`src/rtl/ram_writer_if.sv`:
```
// Write-side bus for ram_writer: valid/ready handshake carrying burst flag, address and data.
interface ram_writer_if #(
    parameter int unsigned AW = 2,
    parameter int unsigned DW = 2
);
    logic          wr_valid;
    logic          wr_ready;
    logic          wr_burst;
    logic [AW-1:0] wr_addr;
    logic [DW-1:0] wr_data;

    modport master (output wr_valid, wr_burst, wr_addr, wr_data, input wr_ready);
    modport slave  (input wr_valid, wr_burst, wr_addr, wr_data, output wr_ready);
endinterface

```
`src/rtl/ram_writer.sv`:
```
// ram_writer: write controller plus DEPTH x DW register array with a combinational read port.
// Single writes or DEPTH-beat wrapping bursts are accepted over a valid/ready handshake.
// Optional macro RAM_WRITER_STATS_EN adds o_wr_count, a saturating count of accepted beats.
module ram_writer #(
    parameter int unsigned AW = 2,
    parameter int unsigned DW = 2
) (
    input  logic          i_clk,
    input  logic          i_rst,
    ram_writer_if.slave   wr_if,
    output logic          o_busy,
    output logic          o_done,
`ifdef RAM_WRITER_STATS_EN
    output logic [7:0]    o_wr_count,
`endif
    input  logic [AW-1:0] i_rd_addr,
    output logic [DW-1:0] o_rd_data_c
);
    localparam int unsigned DEPTH = 2 ** AW;
    localparam int unsigned BW    = AW + 1;

    typedef enum logic [1:0] {
        S_IDLE  = 2'd0,
        S_BURST = 2'd1,
        S_DONE  = 2'd2
    } state_t;

    state_t        r_state;
    state_t        w_state_nxt;
    logic          r_ready;
    logic          r_busy;
    logic          r_done;
    logic          w_ready_nxt;
    logic          w_busy_nxt;
    logic          w_done_nxt;
    logic [DW-1:0] r_mem [DEPTH];
    logic [AW-1:0] r_addr_ctr;
    logic [BW-1:0] r_beat_ctr;
    logic          w_xfer;
    logic          w_last_beat;
    logic [AW-1:0] w_wr_addr;

    assign w_xfer         = wr_if.wr_valid && r_ready;
    assign w_last_beat    = (r_beat_ctr == BW'(DEPTH - 1));
    assign w_wr_addr      = (r_state == S_BURST) ? r_addr_ctr : wr_if.wr_addr;
    assign wr_if.wr_ready = r_ready;
    assign o_busy         = r_busy;
    assign o_done         = r_done;
    assign o_rd_data_c    = r_mem[i_rd_addr];

    // State register; handshake/status outputs are registered from the next state.
    always_ff @(posedge i_clk) begin
        if (i_rst) begin
            r_state <= S_IDLE;
            r_ready <= 1'b1;
            r_busy  <= 1'b0;
            r_done  <= 1'b0;
        end else begin
            r_state <= w_state_nxt;
            r_ready <= w_ready_nxt;
            r_busy  <= w_busy_nxt;
            r_done  <= w_done_nxt;
        end
    end

    // Next-state decode: the burst ends on the transfer that is beat number DEPTH.
    always_comb begin
        w_state_nxt = r_state;
        case (r_state)
            S_IDLE: begin
                if (w_xfer) begin
                    w_state_nxt = wr_if.wr_burst ? S_BURST : S_DONE;
                end
            end
            S_BURST: begin
                if (w_xfer && w_last_beat) begin
                    w_state_nxt = S_DONE;
                end
            end
            S_DONE:  w_state_nxt = S_IDLE;
            default: w_state_nxt = S_IDLE;
        endcase
    end

    // Output decode from the state being entered.
    always_comb begin
        w_ready_nxt = 1'b1;
        w_busy_nxt  = 1'b0;
        w_done_nxt  = 1'b0;
        case (w_state_nxt)
            S_BURST: w_busy_nxt = 1'b1;
            S_DONE: begin
                w_ready_nxt = 1'b0;
                w_busy_nxt  = 1'b1;
                w_done_nxt  = 1'b1;
            end
            default: ;
        endcase
    end

    // Storage array and burst address/beat counters.
    always_ff @(posedge i_clk) begin
        if (i_rst) begin
            for (int unsigned i = 0; i < DEPTH; i++) begin
                r_mem[i] <= '0;
            end
            r_addr_ctr <= '0;
            r_beat_ctr <= '0;
        end else if (w_xfer) begin
            r_mem[w_wr_addr] <= wr_if.wr_data;
            if (r_state == S_IDLE) begin
                if (wr_if.wr_burst) begin
                    r_addr_ctr <= AW'(wr_if.wr_addr + 1'b1);
                    r_beat_ctr <= BW'(1);
                end
            end else begin
                r_addr_ctr <= AW'(r_addr_ctr + 1'b1);
                r_beat_ctr <= BW'(r_beat_ctr + 1'b1);
            end
        end
    end

`ifdef RAM_WRITER_STATS_EN
    logic [7:0] r_wr_count;

    assign o_wr_count = r_wr_count;

    // Saturating count of accepted beats.
    always_ff @(posedge i_clk) begin
        if (i_rst) begin
            r_wr_count <= 8'd0;
        end else if (w_xfer && (r_wr_count != 8'hFF)) begin
            r_wr_count <= 8'(r_wr_count + 1'b1);
        end
    end
`endif
endmodule
```
`src/flat_wrapper.sv`:
```
// flat-port wrapper written by rule: the top's interface ports become plain ports
module ram_writer_flat 
#(
    parameter int unsigned AW = 2,
    parameter int unsigned DW = 2
)
  (i_clk, i_rst, o_busy, o_done, i_rd_addr, o_rd_data_c, wr_if_wr_valid, wr_if_wr_burst, wr_if_wr_addr, wr_if_wr_data, wr_if_wr_ready);
  ram_writer_if #(.AW(AW), .DW(DW)) wr_if_i ();
  input  logic i_clk;
  input  logic i_rst;
  output logic o_busy;
  output logic o_done;
  input  logic [AW-1:0] i_rd_addr;
  output logic [DW-1:0] o_rd_data_c;
  input wire logic [$bits(wr_if_i.wr_valid)-1:0] wr_if_wr_valid;
  input wire logic [$bits(wr_if_i.wr_burst)-1:0] wr_if_wr_burst;
  input wire logic [$bits(wr_if_i.wr_addr)-1:0] wr_if_wr_addr;
  input wire logic [$bits(wr_if_i.wr_data)-1:0] wr_if_wr_data;
  output wire logic [$bits(wr_if_i.wr_ready)-1:0] wr_if_wr_ready;
  assign wr_if_i.wr_valid = wr_if_wr_valid;
  assign wr_if_i.wr_burst = wr_if_wr_burst;
  assign wr_if_i.wr_addr = wr_if_wr_addr;
  assign wr_if_i.wr_data = wr_if_wr_data;
  assign wr_if_wr_ready = wr_if_i.wr_ready;
  ram_writer #(.AW(AW), .DW(DW)) u_core (.i_clk(i_clk), .i_rst(i_rst), .wr_if(wr_if_i), .o_busy(o_busy), .o_done(o_done), .i_rd_addr(i_rd_addr), .o_rd_data_c(o_rd_data_c));
endmodule
```
`config.mk`:
```
export PLATFORM = sky130hd
export DESIGN_NAME = ram_writer_flat
export DESIGN_NICKNAME = d
export VERILOG_FILES = /design/src/rtl/ram_writer_if.sv /design/src/rtl/ram_writer.sv /design/src/flat_wrapper.sv
export SDC_FILE = /design/constraint.sdc
export NUM_CORES = 1
export LEC_CHECK = 0
export BUFFER_PORTS_ARGS = -buffer_cell sky130_fd_sc_hd__buf_2
export CAP_MARGIN = 25
export CORE_UTILIZATION = 25
export DETAILED_ROUTE_END_ITERATION = 8
export GPL_ROUTABILITY_DRIVEN = 0
export GPL_TIMING_DRIVEN = 0
export PLACE_DENSITY = 0.5
export SYNTH_ARGS = -nofsm -noshare
export SYNTH_HDL_FRONTEND = slang
export SYNTH_SLANG_ARGS = --single-unit
export TNS_END_PERCENT = 50
```
`constraint.sdc`:
```
create_clock -name i_clk -period 3.99 [get_ports i_clk]
set_clock_uncertainty 0.1 [all_clocks]
set_input_delay 0.399 -clock i_clk [delete_from_list [all_inputs] [get_ports i_clk]]
set_output_delay 0.399 -clock i_clk [all_outputs]
set_load 0.02 [all_outputs]
```
-- Word level (Yosys, flattened, before mapping)
Memories as Yosys holds them, arrays and structs flattened.
Index checks and enable logic that the tools add are counted.
- bits in registers: 10
- bits in latches: 0
- RAM bits: 8
- memory bits (read-only): 0
- input port bits: 10
- memories: 1
- add/sub/neg operators: 3
- multiply operators: 0
- divide/modulo/power cells: 0
- order comparisons: 0
- equal/unequal tests: 5
- shifts and indexed selects: 0
- mux-type cells: 20
- bitwise operators: 0
- reduce and logical (&&, ||, !) cells: 6
- memories (memory ; depth ; width ; read ports ; clocked after Yosys merged registers in ; wr ports ; RTL line ; source):
    u_core.r_mem ; 4 ; 2 ; 1 ; 0 ; 4 ; ram_writer.sv:36 ; logic [DW-1:0] r_mem [DEPTH];
- operator list (kind ; number):
    2-bit 2-to-1 mux ; 8
    1-bit 2-to-1 mux ; 9
    3-bit 2-to-1 mux ; 2
    2-bit by 1-bit adder with 2-bit output, second input constant ; 2
    2-bit by 1-bit equality test with 1-bit output, second input constant ; 2
    2-bit one-hot mux with 2 select lines ; 1
    2-bit OR reduction ; 2
    3-bit by 1-bit adder with 3-bit output, second input constant ; 1
    3-bit by 2-bit equality test with 1-bit output, second input constant ; 1
    2-bit equality test, second input constant ; 1
    1-bit logical AND ; 2
    2-bit zero test ; 1
    2-bit != test, second input constant ; 1
    2-bit AND reduction ; 1

-- Longest topological paths before layout
- depth in word-level cells: 7
- gate-level depth with buffers: 6
- depth with buffers taken out: 6

-- Worst setup path after synthesis
No wires, ideal clock.
- path kind: register to register
- start point: register u_core.r_state[1]
- end point: memory u_core.r_mem[1][0], enable pin
- library setup time: 0.306 ns
- data arrival time: 1.107 ns
- required time: 3.584 ns
- setup slack: 2.478 ns
- cell stages (with the launch flop): 5
- clock period less this slack: 1.512 ns
- path through: dfxtp_1 buf_2 nand2b_1 mux2_4 o21ai_2
- RTL lines (what ; RTL line ; source):
    start: declaration ; ram_writer.sv:28 ; state_t r_state;
    start signal: assignment ; ram_writer.sv:59 ; r_state <= w_state_nxt;
    end: declaration ; ram_writer.sv:36 ;

-- Worst setup path in the final report
- start point: memory u_core.r_mem[3][0]
- end point: output o_rd_data_c[0]
- word-level cells in the longest chain between the ends: 1
- RTL lines (what ; RTL line ; source):
    memory 4 x 2 bit ; -- ;
    end: declaration ; flat_wrapper.sv:14 ; output logic [DW-1:0] o_rd_data_c;
No other way between the ends.

==> out/results.ini <==
[global_route]
antenna_found_initial=0
first_global_vias=644
grt_max_degree=11
met1_usage=0.118
grt_busiest_layer=met2
grt_util_met2=0.149
grtUsageMet3=0.0310
grtUsageTotal=0.0931
grt_pass1_wl_um=2860
grt_overflow_total=0

[power_and_ir_drop]
peakVddDrop_v=0.000157
pwr-share-clk=0.313
p_comb_frac=0.159
power_frac_seq=0.528
cellPowerDensity_mw_per_mm2=365
p_sw_mw=0.0983
p_leak_nw=0.467
switching_share=0.247
p_int_mw=0.299

[synthesis]
synth.cell_area_um2=921
syn_nets=102
synth_warnings=0
yosysMostFrequentCell=nor2_1
async_flop_share=0
avgSynthCellArea_um2=10.5
synth_common_cells=nor2_1 (13), dfxtp_1 (10), edfxtp_1 (8), inv_1 (7), nand2_1 (5)
ys_ff_latch=18
synth_top_area_cell=edfxtp_1
ys_types=35
yosysTopAreaCellShare=0.261
ys.flop_type=dfxtp_1
yosys-top-cells-area=edfxtp_1 (26%), dfxtp_1 (22%), ha_1 (5.4%)
netlist_instances=88
synth-seq-area-share=0.478
synth_edf_count=8

[timing]
setup_viol=0
min_period_ns=1.74
worst-slew-pin-transition_ns=0.415
finalMaxSlewViolations=0
max_freq_mhz=573
setup_tns_ns=0
hold_viol=0
finalCritPeriodShare=0.437
slew_headroom=0.719
rsz0062_at_grt=no

[layout]
drive_above_1_share=0.219
final_cells=151
area_growth_syn_to_layout_pct=18.2
nets=120
fin_util=0.316
diodes=0

[cts]
h-tree-depth=1
cts.sinks=18
postCtsHoldBufs=0
root_buffer=clkbuf_8
cts.repair.resized=0
post_cts_buffers=0
numCtsBuffers=3
clockBufferDepth=2
cts_tree=built
path_clk_slew_ns=0.07
insertion_delay_ns=0.25

[route]
initialDrtViolationCount=17
drtPass1Iterations=4
wirelength_um=1730
drcViolationCount=0
wl_per_cell_um=11.5
drtAntennaViolNets=0
vias=695
via_per_inst=4.60

[floorplan]
start_util=0.268
fp.dieW_um=62.7
row_count=21
io_pins=15
die_y_um=62.7
core_region_area_mm2=0.00344
dieArea_mm2=0.00393

[critical_path]
critPathCaptureType=primary output
crit_fanout=1
arrival_ns=1.24
worstSetupStartpointType=flip-flop
crit_type=reg2out
r2r_cells=4
crit_required_ns=3.49

[status]
run_status=finished, final reports clean

[placed_design]
port_buffers=13
dp_hpwl_um=1330
post-place-cells=147

[worst_hold_path]
hp-class=reg2reg
whs_path_depth=1

[run]
maxCapViolCount=0

[stage by stage]
| step | instance area, um2 | hold WS [ns] | power (mW) | worst slack, ns |
|---|---|---|---|---|
| finish | 1090 | 0.384 | 0.398 | 2.25 |
| detailed placement | 1040 | 0.382 | 0.277 | 2.32 |
| global placement | 1040 | 0.360 | 0.276 | 2.33 |
| global route | 1090 | 0.425 | 0.418 | 2.20 |
| CTS | 1090 | 0.392 | 0.404 | 2.23 |
| floorplan | 921 | 0.344 | 0.257 | 2.48 |
[path summary, 6_finish.rpt]
| path | from | endpoint | slack, ns |
|---|---|---|---|
| worst max register to register | u_core.r_state[0]$_SDFF_PP0_ | u_core.r_mem[2][0]$_SDFFCE_PN0P_ | 2.36 |
| worst min register to register | u_core.r_beat_ctr[0]$_SDFFE_PP0P_ | u_core.r_beat_ctr[0]$_SDFFE_PP0P_ | 0.38 |
| worst max-delay path | u_core.r_mem[3][0]$_DFFE_PP_ | o_rd_data_c[0] | 2.25 |
| worst min-delay path | u_core.r_beat_ctr[0]$_SDFFE_PP0P_ | u_core.r_beat_ctr[0]$_SDFFE_PP0P_ | 0.38 |
[layout make-up]
type                    instances  area [um2]
repair buffers                 13        65.1
fillers                       370        2350
clock buffers                   3        41.3
clock inverters                 1        3.75
well taps                      46        57.6
flip-flops and latches         18         440
plain buffers                   3        13.8
inverters                       7        26.3
multi-input cells              60         440
[sequential cells by signal, summed over array words and instances, names as in the netlist]
register / flops
u_core.r_state: 2
u_core.r_beat_ctr: 3
u_core.o_done: 1
u_core.o_busy: 1
u_core.r_addr_ctr: 2
u_core.wr_if.wr_ready: 1
u_core.r_mem: 8
[worst max-delay path, stage by stage (launching register included)]
cell      delay, ns
edfxtp_1       0.37
mux4_2         0.46
buf_2          0.17
[power by group through the flow]
| stage | sequential (mW) | clock, mW | combinational (mW) |
|---|---|---|---|
| 2_1_floorplan | 0.215 | 0 | 0.0424 |
| 3_3_place_gp | 0.214 | 0 | 0.0624 |
| 3_5_place_dp | 0.214 | 0 | 0.0632 |
| 4_1_cts | 0.210 | 0.130 | 0.0635 |
| 5_1_grt | 0.211 | 0.136 | 0.0703 |
| 6_report | 0.210 | 0.125 | 0.0631 |
[placed cells by master, fill, tap and decap left out, drive strengths merged, types with 2 or more instances in the layout]
cell type	netlist	layout
buf	2	15
nor2	13	13
dfxtp	10	10
edfxtp	8	8
inv	7	7
nand2	5	5
o21ai	5	5
nand2b	4	4
ha	4	4
clkbuf	1	4
a211oi	3	3
mux4	2	2
a31oi	2	2
nor2b	2	2
a22oi	2	2
[routing by layer]
| metal | routed length [um] | share of wire | vias to the layer above |
|---|---|---|---|
| met1 | 868 | 0.50 | 321 |
| li1 | - | - | 353 |
| met4 | 11 | 0.0064 | 0 |
| met5 | 0 | 0 | - |
| met3 | 90 | 0.052 | 2 |
| met2 | 759 | 0.44 | 19 |
[kinds of logic (layout without fill, tap and decap cells)]
logic type / count (synthesis) / count (layout) / share of synthesized area
AOI/OAI and AO/OA: 20 / 20 / 0.163
muxes: 4 / 4 / 0.0761
and+or+nand+nor: 31 / 31 / 0.175
DFF: 18 / 18 / 0.478
xor gates and xnor gates: 1 / 1 / 0.00951
buffers and inverters: 10 / 27 / 0.0435
adders and majority gates: 4 / 4 / 0.0543
No activity file was read; power rests on OpenSTA's default activity.
